===== src/rtl/vram_px_arbiter.sv =====
// Shares one single-port pixel VRAM between the renderer (absolute priority) and a CPU requester.
// Latency: renderer read data 1 cycle after request; CPU access at least 2 cycles from start to done.
// Backpressure: renderer never stalls. A CPU access waits in PEND while gpu_req is high, and cpu_start is ignored while busy.
module vram_px_arbiter #(
    parameter int ADDR_W       = 17,
    parameter int DATA_W       = 8,
    parameter int STARVE_LIMIT = 1024
) (
    input  logic              clk,
    input  logic              reset,
    input  logic              gpu_req,
    input  logic [ADDR_W-1:0] gpu_addr,
    output logic [DATA_W-1:0] gpu_q,
    output logic              gpu_valid,
    input  logic              cpu_start,
    input  logic              cpu_we,
    input  logic [ADDR_W-1:0] cpu_addr,
    input  logic [DATA_W-1:0] cpu_d,
    output logic [DATA_W-1:0] cpu_q,
    output logic              cpu_busy,
    output logic              cpu_done,
    output logic              cpu_starved,
    output logic [ADDR_W-1:0] ram_addr,
    output logic [DATA_W-1:0] ram_d,
    output logic              ram_we,
    input  logic [DATA_W-1:0] ram_q
);

    typedef enum logic [1:0] {IDLE, PEND, CPLT} state_t;

    localparam logic [15:0] LIMIT = 16'(STARVE_LIMIT);

    state_t              state_q, state_d;
    logic                hold_we_q, hold_we_d;
    logic [ADDR_W-1:0]   hold_addr_q, hold_addr_d;
    logic [DATA_W-1:0]   hold_d_q, hold_d_d;
    logic [15:0]         wait_cnt_q, wait_cnt_d;
    logic                starved_q, starved_d;
    logic [DATA_W-1:0]   cpu_q_q, cpu_q_d;
    logic                gpu_valid_q, gpu_valid_d;
    logic                grant;

    // Next-state logic for the CPU access FSM, wait counter and registered outputs.
    always_comb begin
        state_d     = state_q;
        hold_we_d   = hold_we_q;
        hold_addr_d = hold_addr_q;
        hold_d_d    = hold_d_q;
        wait_cnt_d  = wait_cnt_q;
        starved_d   = starved_q;
        cpu_q_d     = cpu_q_q;
        gpu_valid_d = gpu_req;
        grant       = 1'b0;

        case (state_q)
            IDLE: begin
                if (cpu_start) begin
                    hold_we_d   = cpu_we;
                    hold_addr_d = cpu_addr;
                    hold_d_d    = cpu_d;
                    wait_cnt_d  = 16'd0;
                    starved_d   = 1'b0;
                    state_d     = PEND;
                end
            end
            PEND: begin
                if (gpu_req) begin
                    if (wait_cnt_q != 16'hFFFF) begin
                        wait_cnt_d = wait_cnt_q + 16'd1;
                    end
                    if (wait_cnt_d >= LIMIT) begin
                        starved_d = 1'b1;
                    end
                end else begin
                    grant   = 1'b1;
                    state_d = CPLT;
                end
            end
            CPLT: begin
                // ram_q now carries the data addressed in the grant cycle.
                if (!hold_we_q) begin
                    cpu_q_d = ram_q;
                end
                state_d = IDLE;
            end
            default: state_d = IDLE;
        endcase

        // Reset wins over everything, including a grant in this very cycle,
        // so an access interrupted by reset never reaches the RAM.
        if (reset) begin
            state_d     = IDLE;
            hold_we_d   = 1'b0;
            hold_addr_d = '0;
            hold_d_d    = '0;
            wait_cnt_d  = 16'd0;
            starved_d   = 1'b0;
            cpu_q_d     = '0;
            gpu_valid_d = 1'b0;
            grant       = 1'b0;
        end
    end

    // State and holding registers.
    always_ff @(posedge clk) begin
        state_q     <= state_d;
        hold_we_q   <= hold_we_d;
        hold_addr_q <= hold_addr_d;
        hold_d_q    <= hold_d_d;
        wait_cnt_q  <= wait_cnt_d;
        starved_q   <= starved_d;
        cpu_q_q     <= cpu_q_d;
        gpu_valid_q <= gpu_valid_d;
    end

    // RAM port mux: renderer owns the port unless the CPU is granted this cycle.
    always_comb begin
        ram_addr = grant ? hold_addr_q : gpu_addr;
        ram_d    = hold_d_q;
        ram_we   = grant & hold_we_q;
    end

    assign gpu_q       = ram_q;
    assign gpu_valid   = gpu_valid_q;
    assign cpu_q       = cpu_q_q;
    assign cpu_busy    = (state_q != IDLE);
    assign cpu_done    = (state_q == CPLT);
    assign cpu_starved = starved_q;

endmodule


===== config.mk =====
export PLATFORM = sky130hd
export DESIGN_NAME = vram_px_arbiter
export DESIGN_NICKNAME = d
export VERILOG_FILES = /design/src/rtl/vram_px_arbiter.sv
export SDC_FILE = /design/constraint.sdc
export NUM_CORES = 1
export LEC_CHECK = 0
export CAP_MARGIN = 20
export CELL_PAD_IN_SITES_DETAIL_PLACEMENT = 1
export CELL_PAD_IN_SITES_GLOBAL_PLACEMENT = 2
export CORE_MARGIN = 2
export CORE_UTILIZATION = 22
export DETAILED_ROUTE_END_ITERATION = 12
export PLACE_DENSITY = 0.85
export SYNTH_ARGS = -nofsm -noshare
export SYNTH_HDL_FRONTEND = slang
export SYNTH_SLANG_ARGS = --single-unit

===== constraint.sdc =====
create_clock -name clk -period 3 [get_ports clk]
set_input_delay 0.9 -clock clk [delete_from_list [all_inputs] [get_ports clk]]
set_output_delay 0.9 -clock clk [all_outputs]
set_load 0.05 [all_outputs]

==> impl_metrics.ini <==
[floorplan]
die_w_um = 113
die_h_um = 113
row_count = 39
dieArea_um2 = 12700
initial_core_util_pct = 22.7
coreArea_um2 = 11500
pin_count = 101

[synthesis]
synth_warnings = 0
ys_seq_area_share_pct = 41.5
synthMuxAreaShare_pct = 13.9
synth_compound_area_share_pct = 10.7
synth_edf_count = 0
synth_area_leaders = dfxtp_1 (41%), mux2_2 (11%), nand2_1 (9.5%)
yosysMostFrequentCell = nand2_1
synth_common_cells = nand2_1 (66), dfxtp_1 (54), a21oi_1 (31), nor2_1 (27), mux2_2 (25)
async_flop_share_pct = 0
synth_seq_cells = 54
synth_xor_xnor_area_share_pct = 0.336
yosysTopAreaCellShare_pct = 41.5
syn_inst = 306
synthFlopType = dfxtp_1
synth_nets = 362
synth_top_area_cell = dfxtp_1
synth_area_per_cell_um2 = 8.52
yosys.area_share.simple_pct = 26.5
synth-adder-area-share_pct = 0.480
synth_top_family_by_area = simple AND/OR/NAND/NOR gates
yosys.cell_types.count = 46
synth_area_um2 = 2610

[power]
power_leakage_nw = 1.60
internal-power_mw = 1.36
pwr-share-seq_pct = 40.8
switching_share_pct = 27.3
irDropWorstVdd_mv = 0.214
clkPwrFrac_pct = 36.1
powerDensity_nw_per_um2 = 447
p_comb_share_pct = 23.1
p_sw_uw = 511

[sta]
setup_viol = 0
timing.final.ws_setup_ns = 0.0616
hold-worst-slack_ns = 0.461
finClkSkew_ns = 0.00524
hold_violations = 0
slew_violations = 0
relSlewSlack_pct = 64.0
finalCriticalPeriod_ns = 2.94
setup_tns_ns = 0
worst_slew_pin_slew_ns = 0.541
period_share_pct = 97.9
grt_setup_unrepaired = no
fmax_mhz = 340

[grt]
grt.total_usage_pct = 13.7
overflow = 0
grt_max_degree = 51
grt_pass1_vias = 2813
grt_pass1_wl_um = 14200
antenna_found_initial = 0

[clocking]
clock_latency_ns = 0.29
tritoncts = done
holdBufCountCts = 0
clockBufferDepth = 2
cts_max_level = 2
cts_buffers = 5
root_buffer = clkbuf_16
clkTransAtPathRegs_ns = 0.07
cts.sinks = 54

[final_layout]
finalNonFillerCells = 544
post-route-util_pct = 36.4
syn_to_final_growth_pct = 60.2
n_fill_cell = 1289
finalNetCount = 457
seq_area_um2 = 1080
drive_gt1_share_pct = 20.2
multi_input_area_um2 = 1430
antenna-diode-count = 0

[drt]
drt_iter0_drc = 68
routedWlPerCell_um = 15.7
drc = 0
drt-vias-per-instance = 4.69
ant_nets = 0
via_count = 2552
routed_wirelength_um = 8560
first_pass_iters = 4

[worst_hold_path]
hold_path_class = register to register

[worst_setup_path]
cp-start-kind = input pin
crit_top_cell = buf_8
max_stage_delay_ns = 0.32
cpMaxStageDelayCell = mux2_4
path_delay_family = buffers and inverters
crit_fanout = 7
required_ns = 2.10
crit_type = input pin to output pin
critical_path_arrival_ns = 2.04
crit_path_end_kind = output pin
crit_buf_inv = 4
critical_path.cell_chain = buf_6, nor4b_4, buf_4, buf_8, mux2_4, buf_8

[run]
maxCapViolCount = 0

[run_status]
run_status = finished, final reports clean

[placed_design]
place_congestion = 0.800
portBuffers = 100
hpwl_um = 5960
dp_cells = 533
place_worst_setup_slack_ns = -0.388
==> stage by stage <==
stage | cell area, µm² | power (mW)
floorplan | 2610 | 0.990
global placement | 3760 | 1.16
detailed placement | 3760 | 1.17
CTS | 4170 | 1.89
global route | 4180 | 1.94
finish | 4180 | 1.87
==> worst reg2reg max path: cells and delay by family (launching register included) <==
kind | cells | cell delay (ns)
DFF | 1 | 0.52
muxes | 1 | 0.42
and+or+nand+nor | 3 | 0.98
AOI/OAI and AO/OA | 1 | 0.12
==> power by group through the flow <==
stage | Clock [mW] | Combinational, mW | Sequential [mW]
5_1_grt | 0.715 | 0.456 | 0.767
4_1_cts | 0.696 | 0.434 | 0.763
3_3_place_gp | 0 | 0.380 | 0.778
2_1_floorplan | 0 | 0.184 | 0.806
6_report | 0.674 | 0.432 | 0.763
3_5_place_dp | 0 | 0.388 | 0.778
==> flip-flops by register name, indices dropped and copies added, names as in the netlist <==
register / count
ram_d: 8
hold_we_q: 1
state_q: 2
gpu_valid: 1
cpu_starved: 1
cpu_q: 8
wait_cnt_q: 16
hold_addr_q: 17
==> cell families after synthesis <==
family                   after synthesis
buffers and inverters                 31
adder cells (fa/ha/maj)                1
multiplexers                          33
AND/OR/NAND/NOR                      139
AO/OA/AOI/OAI                         47
XOR/XNOR                               1
flip-flops                            54
==> cell type report <==
type,count,area share (%)
Multi-Input combinational cell,221,34.2
Timing Repair Buffer,115,31.2
Sequential cell,54,25.9
Tap cell,143,4.28
Clock buffer,6,3.33
Clock inverter,1,0.719
Inverter,4,0.359
==> layout by cell type, fill, tap and decap left out, types with 3 or more instances in the layout <==
master	n
nand4_1	4
inv_1	4
nand3_1	6
mux2i_1	8
a31oi_1	3
nor2b_1	3
nor2_1	27
clkbuf_16	5
nand2_1	66
a211oi_1	3
buf_8	19
mux2_4	17
buf_12	9
buf_4	12
nor3_1	4
dfxtp_1	54
clkdlybuf4s50_1	72
and2_1	4
a21oi_1	31
and3_1	3
nor4_1	6
mux2_2	8
==> layer usage <==
| layer | part of all wire, % | global-route usage [%] | vias to the layer above |
|---|---|---|---|
| li1 | - | - | 1236 |
| met3 | 4.7 | 3.37 | 9 |
| met2 | 51 | 24.8 | 56 |
| met4 | 0.85 | 2.60 | 0 |
| met5 | 0 | 0 | - |
| met1 | 44 | 16.5 | 1251 |
==> repair_timing <==
item,CTS,global route
gates resized for setup,64,2
cloned,1,0
pin swaps,1,1
buffers inserted,3,0
setup endpoints to repair,18,17
==> final timing paths <==
path	from	to	slack [ns]	cells after the start
setup / recovery	gpu_req	ram_addr[6]	0.06	6
hold / removal	ram_d[7]	ram_d[7]	0.46	2
setup reg to reg	wait_cnt_q[11]	cpu_starved	0.83	5
hold reg to reg	ram_d[7]	ram_d[7]	0.46	2
No activity file was read; power rests on OpenSTA's default activity.
